==> src/rtl/add_seq_ctrl.sv <==
// add_seq_ctrl: nibble-serial adder/subtractor with valid/ready handshake.
// One 4-bit full-adder slice is reused once per nibble, LSB nibble first;
// the result is presented in DONE until the consumer accepts it.
module add_seq_ctrl #(
  parameter int NIBBLES = 4
) (
  input  logic                 clk,
  input  logic                 rst_n,
  input  logic                 ena,
  input  logic                 in_valid,
  output logic                 in_ready,
  input  logic [4*NIBBLES-1:0] op_a,
  input  logic [4*NIBBLES-1:0] op_b,
  input  logic                 cin,
  input  logic                 sub,
  output logic                 out_valid,
  input  logic                 out_ready,
  output logic [4*NIBBLES-1:0] sum,
  output logic                 cout,
  output logic                 ovf,
  output logic                 busy
);

  localparam int W  = 4 * NIBBLES;
  localparam int KW = (NIBBLES > 1) ? $clog2(NIBBLES) : 1;
  localparam logic [KW-1:0] K_LAST = KW'(NIBBLES - 1);

  typedef enum logic [1:0] {
    IDLE = 2'd0,
    RUN  = 2'd1,
    DONE = 2'd2
  } state_t;

  state_t        state_q, state_d;
  logic [W-1:0]  a_q, a_d;
  logic [W-1:0]  b_q, b_d;
  logic [W-1:0]  sum_q, sum_d;
  logic [KW-1:0] k_q, k_d;
  logic          carry_q, carry_d;
  logic          cout_q, cout_d;
  logic          ovf_q, ovf_d;

  // Shared 4-bit slice operating on nibble k
  logic [3:0]    a_nib, b_nib;
  logic [4:0]    slice;
  logic          c_into_msb;

  // Select the current nibble and add it with the running carry
  always_comb begin
    a_nib      = a_q[{k_q, 2'b00} +: 4];
    b_nib      = b_q[{k_q, 2'b00} +: 4];
    slice      = {1'b0, a_nib} + {1'b0, b_nib} + {4'b0000, carry_q};
    // carry into bit 3 recovered from its sum bit and the two operand bits
    c_into_msb = a_nib[3] ^ b_nib[3] ^ slice[3];
  end

  // Next-state and datapath update; ena low holds everything
  always_comb begin
    state_d = state_q;
    a_d     = a_q;
    b_d     = b_q;
    sum_d   = sum_q;
    k_d     = k_q;
    carry_d = carry_q;
    cout_d  = cout_q;
    ovf_d   = ovf_q;
    if (ena) begin
      case (state_q)
        IDLE: begin
          if (in_valid) begin
            a_d     = op_a;
            b_d     = sub ? ~op_b : op_b;
            carry_d = sub ? 1'b1 : cin;
            k_d     = '0;
            sum_d   = '0;
            state_d = RUN;
          end
        end
        RUN: begin
          sum_d[{k_q, 2'b00} +: 4] = slice[3:0];
          carry_d = slice[4];
          if (k_q == K_LAST) begin
            k_d     = '0;
            cout_d  = slice[4];
            ovf_d   = c_into_msb ^ slice[4];
            state_d = DONE;
          end else begin
            k_d = k_q + 1'b1;
          end
        end
        DONE: begin
          if (out_ready) state_d = IDLE;
        end
        default: state_d = IDLE;
      endcase
    end
  end

  // State and datapath registers with asynchronous active-low reset
  always_ff @(posedge clk or negedge rst_n) begin
    if (!rst_n) begin
      state_q <= IDLE;
      a_q     <= '0;
      b_q     <= '0;
      sum_q   <= '0;
      k_q     <= '0;
      carry_q <= 1'b0;
      cout_q  <= 1'b0;
      ovf_q   <= 1'b0;
    end else begin
      state_q <= state_d;
      a_q     <= a_d;
      b_q     <= b_d;
      sum_q   <= sum_d;
      k_q     <= k_d;
      carry_q <= carry_d;
      cout_q  <= cout_d;
      ovf_q   <= ovf_d;
    end
  end

  // Handshake and status outputs decoded from the state register
  always_comb begin
    in_ready  = (state_q == IDLE) && ena;
    out_valid = (state_q == DONE);
    busy      = (state_q != IDLE);
    sum       = sum_q;
    cout      = cout_q;
    ovf       = ovf_q;
  end

endmodule

==> config.mk <==
export PLATFORM = sky130hd
export DESIGN_NAME = add_seq_ctrl
export DESIGN_NICKNAME = d
export VERILOG_FILES = /design/src/rtl/add_seq_ctrl.sv
export SDC_FILE = /design/constraint.sdc
export NUM_CORES = 1
export LEC_CHECK = 0
export CORE_MARGIN = 2
export CORE_UTILIZATION = 54
export DETAILED_ROUTE_END_ITERATION = 10
export MAX_ROUTING_LAYER = met4
export PLACE_DENSITY = 0.84
export SLEW_MARGIN = 20
export SYNTH_ARGS = -nofsm -noshare
export SYNTH_HDL_FRONTEND = slang
export SYNTH_SLANG_ARGS = --single-unit
==> constraint.sdc <==
create_clock -name clk -period 7 [get_ports clk]
set_input_delay 1.4 -clock clk [delete_from_list [all_inputs] [get_ports clk]]
set_output_delay 1.4 -clock clk [all_outputs]
set_load 0.05 [all_outputs]
==> impl_results.md, run 1 <==
- 1st-pass router iterations: 4
- DRT antenna net count: 0
- Max H-tree Level: 2
- Outcome: finished clean
- Antenna violations before repair: 0
- Synth top area share: 49.9%
- Routability Congestion: 0.789
- First-pass GRT wire length: 8340 um
- Adder-cell share of the synthesized area: 4.63%
- Vias post-DR: 1915
- Clock sink total: 55
- Filler instances: 420
- Leakage Power: 1.45 nW
- Share of cells above drive strength 1: 13.0%
- Syn_area_per_cell: 11.7 um2
- Crit path kind: in2out
- Max Clk Rate: 0.230 GHz
- Die height: 75.4 um
- Hpwl dp: 3690 um
- Starting DRC count in detailed routing: 93
- Synth top cells by count: 55 x dfrtp_1, 20 x nor2_1, 18 x a21oi_1
- RSZ-0062 raised after global routing: false
- Most numerous cell in the Yosys netlist: dfrtp_1
- Reg2reg end: sum[7]
- Crit path capture: in_ready
- Critical Path Start: ena
- Finished layout cell area: 3460 um2
- Setup crit end kind: output port
- CTS Buffer Depth: 2
- Final #Nets: 340
- Die area: 5690 um2
- Core area: 5010 um2
- Worst Hold Class: reg2reg
- Initial Utilization: 55.0%
- Largest family of logic cells by synthesized area: multiplexers
- Tot GR Track Use: 20.1%
- Final setup vio count: 0
- Synth Register Bits: 55
- Row Count: 26
- Average wire per standard cell: 13.7 um
- Setup Fix Bufs, Post-CTS: 0
- Worst-skew pair later-pin latency: 310 ps
- Inserted Clock Buffers: 5
- Largest fanout on the critical path: 6
- Overflow after GRT: 0
- N_diodes: 0
- Compound-Gate Fraction of Synth Area: 10.7%
- Sequential area share after synthesis: 49.9%
- Top post-synthesis cells by area: dfrtp_1 50%, mux4_2 6.5%, mux2_2 6.1%
- Max IR drop VDD: 0.218 mV
- Post-synth EDFFs: 0
- Port-buffer cells: 59
- Final setup TNS: 0 ps
- Simple-gate area share of the yosys netlist: 11.4%
- Maxcap violations: 0
- Unique cell type count in the Yosys netlist: 40
- Area after DPL: 3370 um2
- Primary FF master, synth: dfrtp_1
- R2R Setup Slk: 4080 ps
- Area delta synth->final: 25.5%
- Syn Nets: 283
- Worst Skew: 11.0 ps
- Largest net degree at the start of global routing: 56
- # IOs: 60
- Mux share of post-synthesis cell area: 13.5%
- Ys async rst share: 100%
- Crit path required time: 5600 ps
- Die Width: 75.4 um
- DR DRC count: 0
- CTS tree: done
- Final Hold Fails: 0
- CTS resizes: 0
- Worst slew margin: 39.6%
- Critical R2R Launch: k_q[0]
- Synth warnings: 0
- Mapped Cells: 235
- Synth Area in XOR/XNOR: 6.35%
- Worst Max-Slew Pin Slew: 903 ps
- Vias in the first global route: 1915
- Routed vias/inst: 5.28
- Clock root buffer master: clkbuf_8
- Hold-fix buffers, CTS: 0
- DRT Wirelength: 4960 um
- Slew Limit Fails: 0
- Worst Path Arrival: 2960 ps
- Clock transition at the registers of the reported paths: 90 ps
- Final period util: 62.2%
- Minimum clock period: 4360 ps
- Startpoint Class: primary input
- Synth area leader: dfrtp_1
- PwrDens: 477 nW/um2
- Worst Reg2Reg Path Length in Cells: 6
- Syn Std Cell Area: 2760 um2
[per-layer routing]
layer,up-vias,wire length (um),GRT usage [%]
met5,-,0,-
met4,0,41,6.24
met3,4,187,4.37
met2,48,2570,33.9
met1,934,2160,24.1
li1,929,-,-
[how the worst min path moves through the flow]
stage | from | slack, ps | endpoint | cells past startpoint
after floorplan | a_q[8] | 450 | a_q[8] | 1
after global placement | sum[13] | 470 | sum[13] | 2
after detailed placement | sum[14] | 480 | sum[14] | 2
after CTS | sum[14] | 500 | sum[14] | 2
after global routing | sum[12] | 530 | sum[12] | 2
final | sum[2] | 490 | sum[2] | 2
[cell type report]
type | instances | area, um2 | share of cell area, %
Sequential cell | 55 | 1380 | 39.8
Multi-Input combinational cell | 161 | 1280 | 37.1
Timing Repair Buffer | 60 | 593 | 17.1
Tap cell | 70 | 87.6 | 2.53
Clock buffer | 6 | 72.6 | 2.10
Inverter | 9 | 33.8 | 0.977
Clock inverter | 2 | 12.5 | 0.362
[metrics by stage]
stage	hold WS, ps	util, %	worst slack (ps)	power (W)	instances
global placement	467	67.3	2700	0.00146	355
global route	526	69.0	2590	0.00177	363
CTS	499	69.0	2640	0.00166	363
detailed placement	478	67.3	2630	0.00149	355
finish	493	69.0	2640	0.00165	363
floorplan	452	-	3520	0.00123	235
[power by group]
part / switching (W) / internal (W) / leakage, nW
registers: 0.000107 / 0.000455 / 0.680
clock network: 0.000101 / 0.0000702 / 0.0412
logic: 0.000514 / 0.000401 / 0.732
total: 0.000721 / 0.000927 / 1.45
[sequential cells by signal, summed over array words and instances (netlist names)]
name	flops
a_q	16
k_q	2
cout	1
sum	16
state_q	2
ovf	1
b_q	16
carry_q	1
[placed cells by master, fill, tap and decap left out, drive strengths merged]
cell type       n
a22o            8
nand2          17
and4bb          1
or2             1
clkinvlp        1
xor2            3
mux2           17
mux4            8
clkdlybuf4s50  58
ha              7
nand3b          1
nand2b          2
fa              2
nor2           20
xnor2          17
inv             9
buf             2
clkinv          1
a21oi          18
nor4            1
nor3            1
or3             1
clkbuf          6
and2            5
o31ai           4
and2b           3
a2bb2oi         1
o21ai          14
a21o            1
dfrtp          55
and3            1
nand3           2
or4             1
o22ai           1
nor2b           3
[worst max-delay path, cell delays in order]
cell             delay (ps)
clkdlybuf4s50_1         560
inv_1                    60
nor2_1                  120
clkdlybuf4s50_1         820
[logic make-up (layout without fill, tap and decap cells)]
family,count (synthesis),count (layout)
muxes,25,25
buffers and inverters,19,77
xor gates and xnor gates,20,20
AOI/OAI and AO/OA,47,47
and+or+nand+nor,60,60
DFF,55,55
adders and majority gates,9,9
(Power assumes the default switching activity.)
==> run 2, diff against run 1 <==
- CORE_UTILIZATION: 54 -> 51
- PLACE_DENSITY: 0.84 -> 0.8
- clock period: 7 -> 4.05 ns (I/O delays scaled with it)
==> run 2 against run 1 <==
Compared with the run above: hold slack worse by 4.9 ps; die area is 5.6% higher; sequential cell count stayed put; critical endpoint unchanged; global-route usage is 1.4 points lower; sequential power is 73% higher; design area is 0.51% higher; critical path depth stayed put; combinational power is 70% higher; register-to-register slack worse by 2900 ps; clock power is 100% higher; first-iteration DRC count is 12% lower; routed wire length is 0.50% higher.
==> impl_results.md, run 2 (synthesis results as in run 1) <==
- Maxcap violations: 0 (unchanged)
- Worst-skew pair later-pin latency: 300 ps (about the same)
- N_diodes: 0 (unchanged)
- Average wire per standard cell: 13.8 um (+0.78%)
- Hold Path Origin: a_q[8]
- Share of cells above drive strength 1: 12.7% (-0.30 points)
- Sw Share: 42.4% (-1.4 points)
- Critical R2R Launch: k_q[0]
- Vias in the first global route: 1940 (+1.3%)
- RSZ-0062 raised after global routing: false
- # IOs: 60 (unchanged)
- Buf/Inv on CP: 3 (unchanged)
- Delay-heaviest family, CP: buffers and inverters
- Setup crit end kind: output port
- Max Clk Rate: 0.319 GHz
- Hold-fix buffers, CTS: 0 (unchanged)
- Share of total power in the clock network: 12.0% (+1.6 points)
- Hpwl dp: 3670 um (-0.59%)
- Port-buffer cells: 59 (unchanged)
- Largest net degree at the start of global routing: 56 (unchanged)
- R2R Setup Slk: 1190 ps (-2890 ps)
- Worst Reg2Reg Path Length in Cells: 6 (unchanged)
- Sequential Power Share: 33.9% (-0.2 points)
- DRT antenna net count: 0 (unchanged)
- Final setup TNS: 0 ps (unchanged)
- Inserted Clock Buffers: 5 (unchanged)
- Worst Max-Slew Pin Slew: 828 ps (-75.3 ps)
- Routed vias/inst: 5.17 (-2.0%)
- Most used cell, CP: clkdlybuf4s50_1
- DR DRC count: 0 (unchanged)
- CTS Buffer Depth: 2 (unchanged)
- Clock root buffer master: clkbuf_8
- Filler instances: 416 (-0.95%)
- Startpoint Class: primary input
- First-pass GRT wire length: 8730 um (+4.7%)
- Final Hold Fails: 0 (unchanged)
- Worst Skew: 4.17 ps (-6.85 ps)
- Antenna violations before repair: 0 (unchanged)
- Worst-path cell chain: clkdlybuf4s50_1 > inv_1 > nor2_1 > clkdlybuf4s50_1
- PwrDens: 828 nW/um2 (+74%)
- DRT Wirelength: 4990 um (+0.50%)
- Crit path required time: 3240 ps (-2360 ps)
- Area of the multi-input gates: 1280 um2 (unchanged)
- Minimum clock period: 3130 ps
- WHS Endpoint: a_q[8]
- Starting DRC count in detailed routing: 82 (-12%)
- Worst slew margin: 44.6% (+5.0 points)
- CTS resizes: 0 (unchanged)
- Most frequent cells in the layout: 58 x clkdlybuf4s50_1, 55 x dfrtp_1, 20 x nor2_1
- Final #Nets: 340 (unchanged)
- Routability Congestion: 0.829 (+5.1%)
- Die area: 6010 um2 (+5.6%)
- Outcome: finished clean
- FF/Latch Area: 1380 um2 (unchanged)
- Tot GR Track Use: 18.7% (-1.4 points)
- Final period util: 77.4%
- Core area: 5170 um2 (+3.2%)
- Initial Utilization: 53.3% (-1.7 points)
- Overflow after GRT: 0 (unchanged)
- 1st-pass router iterations: 4 (unchanged)
- NetSw: 0.00122 W (+69%)
- Slew Limit Fails: 0 (unchanged)
- Hold Crit Depth: 1 (-1)
- Internal Power: 0.00166 W (+79%)
- Largest fanout on the critical path: 6 (unchanged)
- Gate power share: 54.1% (-1.5 points)
- Final setup vio count: 0 (unchanged)
- Max H-tree Level: 2 (unchanged)
- CTS tree: done
- Clock sink total: 55 (unchanged)
- Area delta synth->final: 26.1%
- Setup Fix Bufs, Post-CTS: 0 (unchanged)
- Commonest non-fill, non-tap cell in the layout: clkdlybuf4s50_1
- Finished layout cell area: 3480 um2 (+0.51%)
- Slowest-stage cell, CP: clkdlybuf4s50_1
- Clock transition at the registers of the reported paths: 90 ps (about the same)
- Worst Path Arrival: 2320 ps (-640 ps)
- Largest stage delay on the critical path: 800 ps (-20 ps)
- Worst Hold Class: reg2reg
- Leakage Power: 1.46 nW (+0.69%)
- Reg2reg end: sum[11]
- Die Width: 77.5 um (+2.7%)
- Max IR drop VDD: 0.428 mV (+96%)
- Area after DPL: 3370 um2 (unchanged)
- Vias post-DR: 1872 (-2.2%)
- Crit path kind: in2out
- Die height: 77.5 um (+2.7%)
- Row Count: 26 (unchanged)
[run 2: worst max-delay path by stage]
stage | from | to | slack [ps] | depth (start not counted)
finish | ena | in_ready | 920 | 4
global route | ena | in_ready | 820 | 4
CTS | ena | in_ready | 910 | 4
detailed placement | ena | in_ready | 920 | 4
global placement | ena | in_ready | 930 | 4
floorplan | k_q[0] | sum[7] | 1490 | 7
[run 2: final cells by class]
class	instances	area share (%)
Sequential cell	55	39.6
Multi-Input combinational cell	161	36.9
Clock buffer	6	2.09
Tap cell	70	2.52
Timing Repair Buffer	60	17.1
Inverter	9	0.972
Clock inverter	1	0.864
[run 2: stage by stage]
| stage | util [%] | hold WS [ps] | total power [W] | setup WS (ps) | std cells |
|---|---|---|---|---|---|
| after floorplan | - | 452 | 0.00212 | 1490 | 235 |
| after global placement | 65.2 | 465 | 0.00252 | 933 | 355 |
| after detailed placement | 65.2 | 472 | 0.00257 | 917 | 355 |
| after CTS | 67.2 | 493 | 0.00291 | 914 | 362 |
| after global routing | 67.2 | 518 | 0.00311 | 817 | 362 |
| final | 67.2 | 488 | 0.00288 | 917 | 362 |
[run 2: power by group through the flow]
stage	logic, W	clock network [W]	registers [W]
final	0.00156	0.000345	0.000975
after global placement	0.00154	0	0.000976
after global routing	0.00171	0.000378	0.00102
after floorplan	0.00102	0	0.00110
after CTS	0.00158	0.000352	0.000979
after detailed placement	0.00157	0	0.000991
[run 2: metal layers]
layer,wire length [um],vias up,share of wire [%],global-route usage [%]
met5,0,-,0,-
met4,36,0,0.72,4.29
met3,210,4,4.2,3.60
met2,2540,50,51,32.1
met1,2190,886,44,23.0
li1,-,932,-,-
==> run 3, diff against run 2 <==
- CORE_UTILIZATION: 51 -> 46
- PLACE_DENSITY: 0.8 -> 0.76
- clock period: 4.05 -> 2.65 ns (I/O delays scaled with it)
==> run 3 against run 2 <==
Compared with the run above: highest routed layer unchanged; routed wire length increased by 10%; count of clock-buffer cells in the layout is the same; register-to-register slack worse by 960 ps; first-iteration DRC count is 62% higher; clock skew up 0.68 ps; design area grew 2.1%; sequential share of layout area is 0.73 points lower; critical path depth up 4.
==> impl_results.md, run 3 (synthesis results as in run 1) <==
- Outcome: finished clean
- CTS tree: done
- Final Hold Fails: 0 (unchanged)
- Leakage Power: 1.50 nW (+2.5%)
- Most frequent cells in the layout: 57 x clkdlybuf4s50_1, 53 x dfrtp_1, 20 x nor2_1
- Core area: 5850 um2 (+13%)
- Commonest non-fill, non-tap cell in the layout: clkdlybuf4s50_1
- Port-buffer cells: 59 (unchanged)
- N_diodes: 0 (unchanged)
- Sw Share: 42.2% (-0.13 points)
- 1st-pass router iterations: 4 (unchanged)
- Routing usage on met2: 31.6% (-0.45 points)
- Row Count: 28 (+7.7%)
- Gate power share: 54.9% (+0.8 points)
- Clock root buffer master: clkbuf_8
- Max H-tree Level: 2 (unchanged)
- Vias post-DR: 1909 (+2.0%)
- Final setup vio count: 0 (unchanged)
- Routability Congestion: 0.916 (+10%)
- FF/Latch Area: 1380 um2 (+0.18%)
- NetSw: 0.00193 W (+58%)
- Hold-fix buffers, CTS: 0 (unchanged)
- Worst slew margin: 66.4% (+22 points)
- GR Util met3: 3.63% (+0.022 points)
- Max IR drop VDD: 0.693 mV (+62%)
- Maxcap violations: 0 (unchanged)
- Filler instances: 479 (+15%)
- PwrDens: 1290 nW/um2 (+55%)
- Crit path kind: reg2reg
- Antenna violations before repair: 0 (unchanged)
- Startpoint Class: flip-flop
- Clock transition at the registers of the reported paths: 90 ps (about the same)
- Worst Max-Slew Pin Slew: 501 ps (-327 ps)
- Worst-skew pair later-pin latency: 300 ps (about the same)
- Area of the multi-input gates: 1280 um2 (unchanged)
- Share of total power in the clock network: 12.4% (+0.4 points)
- Overflow after GRT: 0 (unchanged)
- Inserted Clock Buffers: 5 (unchanged)
- Worst Path Arrival: 2620 ps (+300 ps)
- Vias in the first global route: 1922 (-0.93%)
- M1 GR Usage: 24.2% (+1.2 points)
- Worst Skew: 4.85 ps (+0.681 ps)
- Final setup TNS: 0 ps (unchanged)
- Internal Power: 0.00263 W (+59%)
- RSZ-0062 raised after global routing: false
- DRT Wirelength: 5490 um (+10%)
- Die area: 6630 um2 (+10%)
- Area delta synth->final: 28.7%
- Final #Nets: 345 (+1.5%)
- Core Util, Final: 60.6% (-6.6 points)
- Minimum clock period: 2420 ps
- Average wire per standard cell: 14.7 um (+6.9%)
- # IOs: 60 (unchanged)
- Routed vias/inst: 5.12 (-1.0%)
- Clock sink total: 55 (unchanged)
- Crit path required time: 2850 ps (-390 ps)
- Final period util: 91.5%
- Starting DRC count in detailed routing: 133 (+62%)
- Hpwl dp: 4270 um (+16%)
- Die Width: 81.4 um (+5.0%)
- Setup crit end kind: flip-flop
- GR peak layer: met2
- CTS Buffer Depth: 2 (unchanged)
- Power consumption: 0.00456 W (+58%)
- Sequential Power Share: 32.7% (-1.2 points)
- Die height: 81.4 um (+5.0%)
- Largest net degree at the start of global routing: 33 (-41%)
- Largest fanout on the critical path: 12 (+6)
- Max Clk Rate: 0.412 GHz
- DRT antenna net count: 0 (unchanged)
- First-pass GRT wire length: 9310 um (+6.6%)
- Slew Limit Fails: 0 (unchanged)
- Worst Hold Class: in2async
- DR DRC count: 0 (unchanged)
- Initial Utilization: 47.1% (-6.2 points)
- Tot GR Track Use: 19.2% (+0.58 points)
- Share of cells above drive strength 1: 15.8% (+3.1 points)
## run 3: changes by cell type in the layout (fill, tap and decap cells not counted)
cell             delta
buf_4               +5
buf_12              +1
clkbuf_8            +1
clkinv_2            +1
dfrtp_2             +2
clkdlybuf4s50_1     -1
dfrtp_1             -2
clkbuf_1            -1
## run 3: what timing repair did
item                                    CTS  global route
buffers inserted                          0             0
resized for setup                         0             2
endpoints found under the setup margin    0             3
hold endpoints to repair                  0             0
## run 3: layer usage
layer,routed length [um],share of wire (%)
met3,225,4.1
met5,0,0
met1,2370,43
met2,2830,51
met4,74,1.3
## run 3: cell type report
class                           count  share of cell area (%)
Inverter                            9                   0.952
Timing Repair Buffer               65                    18.1
Tap cell                           75                    2.65
Clock buffer                        6                    2.33
Clock inverter                      2                   0.988
Sequential cell                    55                    38.9
Multi-Input combinational cell    161                    36.2
## run 3: worst paths after layout
check                              from  endpoint  slack [ps]  depth (start not counted)
worst min-delay path              rst_n   sum[15]         170                          1
worst min register to register  sum[13]   sum[13]         480                          2
min in group clk                sum[13]   sum[13]         480                          2
max in group asynchronous         rst_n    k_q[1]        1850                          2
worst max-delay path             k_q[0]   sum[15]         230                          8
worst max register to register   k_q[0]   sum[15]         230                          8
## run 3: power groups by stage
stage               clock network (W)  logic (W)  registers, W
floorplan                           0    0.00156       0.00168
global placement                    0    0.00243       0.00149
detailed placement                  0    0.00249       0.00151
CTS                          0.000584    0.00251       0.00150
global route                 0.000618    0.00277       0.00154
finish                       0.000567    0.00250       0.00149
## run 3: critical path: stages, from the launching register on
cell and delay (ps):
dfrtp_2 450, buf_4 230, mux4_2 540, ha_1 300, a21o_1 180, a21oi_1 150
buf_4 150, xor2_1 70, o31ai_1 250
## run 3: stage by stage
| step | hold WS, ps | worst slack [ps] | area [um2] | std cells |
|---|---|---|---|---|
| 3_3_place_gp | 466 | 254 | 3430 | 365 |
| 4_1_cts | 179 | 127 | 3540 | 373 |
| 6_report | 170 | 226 | 3550 | 373 |
| 3_5_place_dp | 470 | 162 | 3430 | 365 |
| 2_1_floorplan | 234 | 94.4 | 2760 | 235 |
| 5_1_grt | 197 | 58.6 | 3550 | 373 |
